$ cat config.mk
export PLATFORM = sky130hd
export DESIGN_NAME = logic_func_sweeper
export DESIGN_NICKNAME = d
export VERILOG_FILES = /design/src/rtl/logic_func_pkg.sv /design/src/rtl/settle_timer.sv /design/src/rtl/logic_func_sweeper.sv
export SDC_FILE = /design/constraint.sdc
export NUM_CORES = 1
export LEC_CHECK = 0
export ABC_AREA = 1
export CORE_UTILIZATION = 46
export CTS_CLUSTER_DIAMETER = 100
export CTS_CLUSTER_SIZE = 20
export DETAILED_ROUTE_END_ITERATION = 7
export PLACE_DENSITY = 0.8
export SLEW_MARGIN = 20
export SYNTH_ARGS = -nofsm -noshare
export SYNTH_HDL_FRONTEND = slang
export SYNTH_SLANG_ARGS = --single-unit
export TNS_END_PERCENT = 100
$ cat constraint.sdc
create_clock -name clk -period 2.54 [get_ports clk]
set_clock_uncertainty 0.2 [all_clocks]
set_input_delay 0.254 -clock clk [delete_from_list [all_inputs] [get_ports clk]]
set_output_delay 0.254 -clock clk [all_outputs]
set_load 0.02 [all_outputs]
$ cat src/rtl/logic_func_pkg.sv
// rtl/logic_func_pkg.sv - shared state type, sizes and golden model for the lab03 sweeper
package logic_func_pkg;

  typedef enum logic [2:0] {IDLE, APPLY, SETTLE, CHECK, DONE} sweep_state_t;

  localparam int NUM_VECTORS = 8;
  localparam int NUM_OUTPUTS = 4;

  // Returns {O4,O3,O2,O1} for input vector v = {A,B,C}
  function automatic logic [NUM_OUTPUTS-1:0] golden(input logic [2:0] v);
    logic                   a_v;
    logic                   b_v;
    logic                   c_v;
    logic [NUM_OUTPUTS-1:0] o_v;
    a_v    = v[2];
    b_v    = v[1];
    c_v    = v[0];
    o_v[0] = (a_v & c_v) | (~a_v & b_v);
    o_v[1] = (a_v | ~c_v) & b_v & c_v;
    o_v[2] = (a_v & ~b_v) | c_v;
    o_v[3] = (a_v & b_v) | (~b_v & ~c_v);
    return o_v;
  endfunction

endpackage

$ cat src/rtl/settle_timer.sv
// rtl/settle_timer.sv - loadable 4-bit down-counter flagging its last settle cycle
module settle_timer (
  input  logic       clk,
  input  logic       reset,
  input  logic       load_i,
  input  logic [3:0] value_i,
  input  logic       en_i,
  output logic       last_o
);

  logic [3:0] count_q;
  logic [3:0] count_d;

  always_comb begin
    count_d = count_q;
    if (load_i) begin
      count_d = value_i;
    end else if (en_i && (count_q != 4'd0)) begin
      count_d = count_q - 4'd1;
    end
  end

  always_ff @(posedge clk) begin
    if (reset) begin
      count_q <= 4'd0;
    end else begin
      count_q <= count_d;
    end
  end

  assign last_o = (count_q == 4'd1);

endmodule

$ cat src/rtl/logic_func_sweeper.sv
// rtl/logic_func_sweeper.sv - steps A/B/C through all vectors and scores logic_functions outputs
module logic_func_sweeper
  import logic_func_pkg::*;
#(
  parameter int SETTLE_CYCLES = 2
) (
  input  logic       clk,
  input  logic       reset,
  input  logic       start,
  output logic       a,
  output logic       b,
  output logic       c,
  input  logic [3:0] o_in,
  output logic       busy,
  output logic       done,
  output logic       pass,
  output logic [5:0] error_count,
  output logic [7:0] fail_mask
);

  localparam logic [3:0] SETTLE_INIT = 4'(SETTLE_CYCLES);

  sweep_state_t           state_q, state_d;
  logic [2:0]             idx_q, idx_d;
  logic [5:0]             err_q, err_d;
  logic [NUM_VECTORS-1:0] fm_q, fm_d;
  logic                   pass_q, pass_d;

  logic                   tmr_load;
  logic                   tmr_en;
  logic                   tmr_last;
  logic [NUM_OUTPUTS-1:0] mism;
  logic [5:0]             mism_cnt;

  settle_timer u_settle_timer (
    .clk     (clk),
    .reset   (reset),
    .load_i  (tmr_load),
    .value_i (SETTLE_INIT),
    .en_i    (tmr_en),
    .last_o  (tmr_last)
  );

  assign mism     = o_in ^ golden(idx_q);
  assign mism_cnt = 6'($countones(mism));

  always_comb begin
    state_d  = state_q;
    idx_d    = idx_q;
    err_d    = err_q;
    fm_d     = fm_q;
    pass_d   = pass_q;
    tmr_load = 1'b0;
    tmr_en   = 1'b0;
    case (state_q)
      IDLE: begin
        if (start) begin
          idx_d   = 3'd0;
          err_d   = 6'd0;
          fm_d    = '0;
          pass_d  = 1'b0;
          state_d = APPLY;
        end
      end
      APPLY: begin
        tmr_load = 1'b1;
        state_d  = (SETTLE_CYCLES == 0) ? CHECK : SETTLE;
      end
      SETTLE: begin
        tmr_en = 1'b1;
        if (tmr_last) begin
          state_d = CHECK;
        end
      end
      CHECK: begin
        err_d = err_q + mism_cnt;
        if (mism != '0) begin
          fm_d = fm_q | (NUM_VECTORS'(1) << idx_q);
        end
        // idx never advances past the last vector; only a new start rewinds it
        if (idx_q == 3'(NUM_VECTORS - 1)) begin
          state_d = DONE;
        end else begin
          idx_d   = idx_q + 3'd1;
          state_d = APPLY;
        end
      end
      DONE: begin
        pass_d  = (err_q == 6'd0);
        state_d = IDLE;
      end
      default: state_d = IDLE;
    endcase
  end

  always_ff @(posedge clk) begin
    if (reset) begin
      state_q <= IDLE;
      idx_q   <= 3'd0;
      err_q   <= 6'd0;
      fm_q    <= '0;
      pass_q  <= 1'b0;
    end else begin
      state_q <= state_d;
      idx_q   <= idx_d;
      err_q   <= err_d;
      fm_q    <= fm_d;
      pass_q  <= pass_d;
    end
  end

  assign a           = idx_q[2];
  assign b           = idx_q[1];
  assign c           = idx_q[0];
  assign busy        = (state_q == APPLY) || (state_q == SETTLE) || (state_q == CHECK);
  assign done        = (state_q == DONE);
  assign pass        = pass_q;
  assign error_count = err_q;
  assign fail_mask   = fm_q;

endmodule

# Yosys cells after proc, flatten, opt, wreduce, memory -nomap -nowiden
# Cells that the tools add are included.
[classes]
add_sub_neg = 6
eq_ne = 10
shifts = 1
mux = 18
bitwise = 16
n_reduce_logical = 16
[op_table]
columns = ["op", "n"]
rows = [
  ["8-bit 2-to-1 mux", 2],
  ["8-bit one-hot mux with 2 select lines", 1],
  ["3-bit 2-to-1 mux", 5],
  ["3-bit one-hot mux with 4 select lines", 1],
  ["6-bit one-hot mux with 2 select lines", 1],
  ["2-bit inequality test (second input constant)", 4],
  ["8-bit bitwise OR", 1],
  ["4-bit nonzero test", 2],
  ["1-bit by 3-bit << shifter with 8-bit output (first input constant)", 1],
  ["1-bit bitwise AND", 7],
  ["6-bit by 3-bit adder with 6-bit output", 1],
  ["3-bit by 2-bit equality test with 1-bit output (second input constant)", 2],
  ["3-bit equality test (second input constant)", 2],
  ["6-bit logical NOT", 1],
  ["6-bit 2-to-1 mux", 1],
  ["3-bit one-hot mux with 2 select lines", 1],
  ["2-bit AND reduction", 3],
  ["3-bit AND reduction", 2],
  ["2-bit nonzero test", 3],
  ["1-bit by 1-bit adder with 2-bit output", 2],
  ["4-bit by 1-bit equality test with 1-bit output (second input constant)", 1],
  ["2-bit 2-to-1 mux", 2],
  ["1-bit bitwise OR", 4],
  ["4-bit by 1-bit subtractor with 4-bit output (second input constant)", 1],
  ["other kinds (11)", 16],
]
[totals]
register_bits = 25
in_bits = 7
out_inout_bits = 20

# Logic depth before layout (Yosys ltp)
[logic_depth]
depth_word = 9
mapped_depth = 15

# By module
# From an unflattened synthesis, not the netlist that was laid out.
[hier_totals]
cells_unflattened = 211
hier_area_um2 = 1580.3
[by_module_without_submodules]
columns = ["module", "n_inst", "cells_each", "area_per_inst_um2"]
rows = [
  ["logic_func_sweeper", 1, 170, 1283.7],
  ["settle_timer", 1, 41, 296.5],
]

# Worst setup path before layout
# OpenSTA, ideal clock, no wires.
[synth_timing]
path_type = "reg2reg"
from = "register idx_q[2]"
to = "register err_q[4], in the netlist error_count[4]"
setup_time_ns = 0.135
t_arrival_ns = 2.617
slack_ns = -0.412
stages_incl_launch_ff = 15
path_buffers = 1
path_cell_list = "dfxtp_1 -> buf_4 -> nand2_1 -> nand2_1 -> nand2_1 -> nand2_1 -> inv_1 -> fa_1 -> inv_1 -> fa_1 -> fa_1 -> nand2_1 -> nor3b_2 -> a21oi_1 -> a211oi_1"
[synth_between]
elab_chain_len = 8
[synth_lines]
columns = ["element", "line_no", "source"]
rows = [
  ["from (decl)", "logic_func_sweeper.sv:24", "logic [2:0] idx_q, idx_d;"],
  ["from (signal assigned)", "logic_func_sweeper.sv:105", "idx_q <= idx_d;"],
  ["1-bit bitwise OR / 1-bit inverter (equally long branches)", "logic_func_pkg.sv:19, logic_func_pkg.sv:18", ""],
  ["1-bit bitwise AND (on tied branches)", "logic_func_pkg.sv:19, logic_func_pkg.sv:18", ""],
  ["1-bit bitwise AND / 1-bit bitwise OR (equally long branches)", "logic_func_pkg.sv:19, logic_func_pkg.sv:18", ""],
  ["4-bit bitwise XOR (*)", "logic_func_sweeper.sv:44", "assign mism = o_in ^ golden(idx_q);"],
  ["1-bit by 1-bit adder with 2-bit output (not written as such)", "logic_func_sweeper.sv:45", "assign mism_cnt = 6'($countones(mism));"],
  ["2-bit by 2-bit adder with 3-bit output (not written as such) (*)", "logic_func_sweeper.sv:45", ""],
  ["6-bit by 3-bit adder with 6-bit output (*)", "logic_func_sweeper.sv:76", "err_d = err_q + mism_cnt;"],
  ["6-bit one-hot mux with 2 select lines (*)", "logic_func_sweeper.sv:55", "case (state_q)"],
  ["to (signal assigned)", "logic_func_sweeper.sv:106", "err_q <= err_d;"],
  ["to (decl)", "logic_func_sweeper.sv:25", "logic [5:0] err_q, err_d;"],
]
# Mark *: on every way between the ends. The rest lies on a longest branch, timed or not.
# A chain may end at the register's enable or synchronous reset.

# Worst setup path after layout
[layout_timing]
from = "register idx_q[2]"
to = "register err_q[1], in the netlist error_count[1]"
# Same word-level chain as after synthesis.

==> results.py <==
metrics = {
    "outcome": {
        "run_status": "complete, but fails checks",
        "violated_checks": "negative setup slack",
    },
    "floorplanning": {
        "io_pins": 27,
        "initial_core_util_pct": 47.9,
        "die_outline_area_um2": 3380,
        "fp.dieH_um": 58.1,
        "floorplan.rows": 20,
        "chipWidth_um": 58.1,
        "core_um2": 3030,
    },
    "placement": {
        "hpwl_mm": 2.25,
        "dpl.cell_count": 279,
        "port_buffers": 26,
        "gp_routability_congestion": 0.811,
    },
    "logic_synthesis": {
        "synth_nets": 219,
        "synth_edf_count": 0,
        "yosys_warnings": 0,
        "post_synthesis_instance_area_um2": 1450,
        "average_instance_area_after_synthesis_um2": 7.25,
        "async_reset_ff_share_pct": 0,
        "yosysUniqueCellTypes": 29,
        "synth_ff_type": "sky130_fd_sc_hd__dfxtp_1",
        "synth_cells": 200,
        "synth_largest_area_cell": "sky130_fd_sc_hd__dfxtp_1",
        "synthMostInstantiatedCell": "sky130_fd_sc_hd__inv_1",
        "synth.ff_latch_count": 25,
        "post_synth_most_frequent_cells": "sky130_fd_sc_hd__inv_1, sky130_fd_sc_hd__nand2_1, sky130_fd_sc_hd__dfxtp_1",
        "synth_top_area_share_pct": 34.5,
        "netlist_top_cells_area": "sky130_fd_sc_hd__dfxtp_1, sky130_fd_sc_hd__inv_1, sky130_fd_sc_hd__nand2_1",
        "register_area_share_after_synthesis_pct": 34.5,
    },
    "cts": {
        "cts_buffer_depth": 2,
        "cts_tree": "built",
        "clk_root_buffer_cell": "sky130_fd_sc_hd__clkbuf_4",
        "htree_num_levels": 1,
        "clock_buffers_created_by_tritoncts": 3,
        "clock-sinks": 25,
        "path_clk_slew_ns": 0.14,
        "worstSkewPairLatency_ns": 0.33,
    },
    "route": {
        "avg_wl_per_cell_um": 10.3,
        "via_count": 1363,
        "post_drt_via_cell_ratio": 4.77,
        "wirelength_mm": 2.95,
        "number_of_remaining_drc_errors": 0,
        "drtPass1Iterations": 4,
        "residual_antenna_violating_net_count_after_detailed_routing": 0,
        "drt_iter0_markers": 40,
    },
    "setup_path": {
        "critPathCaptureType": "register",
        "critPathSlowestCell": "sky130_fd_sc_hd__fa_2",
        "timing.critical_path.arrival_ns": 2.75,
        "critPathMaxStageDelay_ns": 0.53,
        "cp_max_fo": 6,
        "crit_path_start_kind": "register",
        "timing_worst_setup_path_type": "reg2reg",
        "most_frequent_cell_on_the_critical_path": "sky130_fd_sc_hd__nand2_1",
        "ordered_list_of_cells_on_the_worst_path": "inv_2 -> nand2_2 -> nand2_1 -> nand2_1 -> nand2_1 -> inv_1 -> fa_1 -> inv_2 -> fa_2 -> fa_2 -> nand2_1 -> a21oi_1",
        "crit_required_ns": 2.61,
    },
    "timing": {
        "period_share_pct": 105,
        "setup_repair_after_global_routing_missed_its_margin": "true",
        "slew_viol_final": 0,
        "max_freq_mhz": 374,
        "setup_viol": 3,
        "time_the_final_worst_path_needs_with_i_o_delays_and_setup_ns": 2.68,
        "worstMarginPinSlew_ns": 0.310,
        "timing_hold_violations_final": 0,
        "totalNegativeSetupSlack_ns": -0.344,
        "postLayoutSetupSlackWorst_ns": -0.137,
        "relSlewSlack_pct": 79.3,
    },
    "global_routing": {
        "gr-usage-all-layers_pct": 18.9,
        "number_of_antenna_violations_at_the_first_check_in_global_routing": 0,
        "maximum_number_of_pins_on_one_net_before_global_route_repair": 14,
        "first_global_vias": 1193,
        "grt_first_pass_wirelength_mm": 5.00,
        "gr-total-overflow": 0,
    },
    "layout": {
        "drive_above_1_share_pct": 19.8,
        "fin_cells": 286,
        "synthToLayoutAreaGrowth_pct": 32.4,
        "insertedDiodeCount": 0,
        "layout.filler_cells": 267,
        "final_net_count": 262,
    },
    "power": {
        "cellPowerDensity_nw_per_um2": 428,
        "leakagePower_nw": 0.814,
        "ir_drop_mv": 0.507,
    },
    "run": {
        "maxCapViolCount": 0,
    },
    "min_path": {
        "worst_hold_path_type": "reg2reg",
    },
}
==> cell families (layout without fill, tap and decap cells) <==
family          count (synthesis)  in the layout  synth area share [%]
fa+ha+maj                      12             12                  11.9
compound gates                 30             30                  10.9
simple gates                   87             87                  30.2
xor+xnor                        1              1                 0.604
flops                          25             25                  34.5
buf+inv                        45             87                  11.9
==> where the power goes <==
group	switching, mW	internal (mW)	leakage, nW
logic	0.126	0.0850	0.594
clock network	0.124	0.0616	0.0150
registers	0.0184	0.406	0.205
==> final cells by class <==
class | count | area (µm²) | area share [%]
well taps | 44 | 55.1 | 2.87
flip-flops and latches | 25 | 512 | 26.6
inverters | 43 | 161 | 8.40
clock buffers | 4 | 26.3 | 1.37
repair buffers | 40 | 365 | 19.0
multi-input cells | 130 | 801 | 41.7
==> worst max-delay path: cells and delay by family (launching register included) <==
| kind | cells | cell delay, ns |
|---|---|---|
| AOI/OAI and AO/OA | 1 | 0.13 |
| and+or+nand+nor | 5 | 0.28 |
| adders and majority gates | 3 | 1.43 |
| buffers and inverters | 3 | 0.17 |
| DFF | 1 | 0.40 |
==> placed cells by master, fill, tap and decap left out <==
master                            instances
sky130_fd_sc_hd__inv_1                   37
sky130_fd_sc_hd__nand2_1                 32
sky130_fd_sc_hd__clkdlybuf4s50_1         26
sky130_fd_sc_hd__dfxtp_1                 22
sky130_fd_sc_hd__a21oi_1                 20
sky130_fd_sc_hd__buf_4                   14
sky130_fd_sc_hd__nand3_1                 13
sky130_fd_sc_hd__nor2_1                  13
sky130_fd_sc_hd__nand2_2                  9
sky130_fd_sc_hd__ha_1                     9
sky130_fd_sc_hd__inv_2                    6
sky130_fd_sc_hd__nor3_1                   4
sky130_fd_sc_hd__nor2_2                   3
sky130_fd_sc_hd__nand3_2                  3
sky130_fd_sc_hd__o21ai_1                  3
sky130_fd_sc_hd__clkbuf_4                 3
sky130_fd_sc_hd__dfxtp_4                  3
sky130_fd_sc_hd__nor3b_2                  2
sky130_fd_sc_hd__nor4_1                   2
sky130_fd_sc_hd__a211oi_1                 2
sky130_fd_sc_hd__o21ai_0                  2
sky130_fd_sc_hd__fa_2                     2
sky130_fd_sc_hd__nand3b_1                 1
sky130_fd_sc_hd__xor2_1                   1
sky130_fd_sc_hd__nand3_4                  1
sky130_fd_sc_hd__nor2_4                   1
sky130_fd_sc_hd__or2_0                    1
sky130_fd_sc_hd__nand4_1                  1
sky130_fd_sc_hd__o22ai_1                  1
sky130_fd_sc_hd__a31oi_1                  1
sky130_fd_sc_hd__nor3b_1                  1
sky130_fd_sc_hd__a21oi_2                  1
sky130_fd_sc_hd__fa_1                     1
sky130_fd_sc_hd__clkbuf_1                 1
==> metal layers <==
metal	wire length [µm]	GRT usage [%]	share of wire (%)	vias up
li1	-	-	-	716
met1	1320	21.6	45	612
met2	1480	35.8	50	33
met3	140	4.69	4.7	2
met4	10	3.06	0.34	0
met5	0	0	0	-
==> state kept, by name (all words and copies together), names as in the netlist <==
| register | count |
|---|---|
| state_q | 3 |
| fail_mask | 8 |
| u_settle_timer.count_q | 4 |
| error_count | 6 |
| pass | 1 |
| idx_q | 3 |
==> final timing paths <==
path / startpoint / to / depth (start not counted) / slack [ns]
setup / recovery: idx_q[2] / error_count[1] / 12 / -0.14
hold / removal: fail_mask[6] / fail_mask[6] / 2 / 0.26
setup reg to reg: idx_q[2] / error_count[1] / 12 / -0.14
hold reg to reg: fail_mask[6] / fail_mask[6] / 2 / 0.26
==> what timing repair did <==
action,in CTS,in global routing
setup endpoints to repair,3,5
pin swaps,4,1
buffers inserted,2,1
hold buffers,0,0
gates resized for setup,3,3
==> through the flow <==
stage               cell area (µm²)  hold WS (ns)  power, mW  setup WS [ns]  utilization, %
finish                         1920         0.256      0.822         -0.137            63.4
global route                   1920         0.273      0.873         -0.226            63.4
CTS                            1900         0.259      0.828         -0.127            62.9
detailed placement             1860         0.239      0.641         -0.370            61.4
global placement               1860         0.235      0.635         -0.283            61.4
floorplan                      1480         0.131      0.571        -0.0874               -
(Power assumes the default switching activity.)
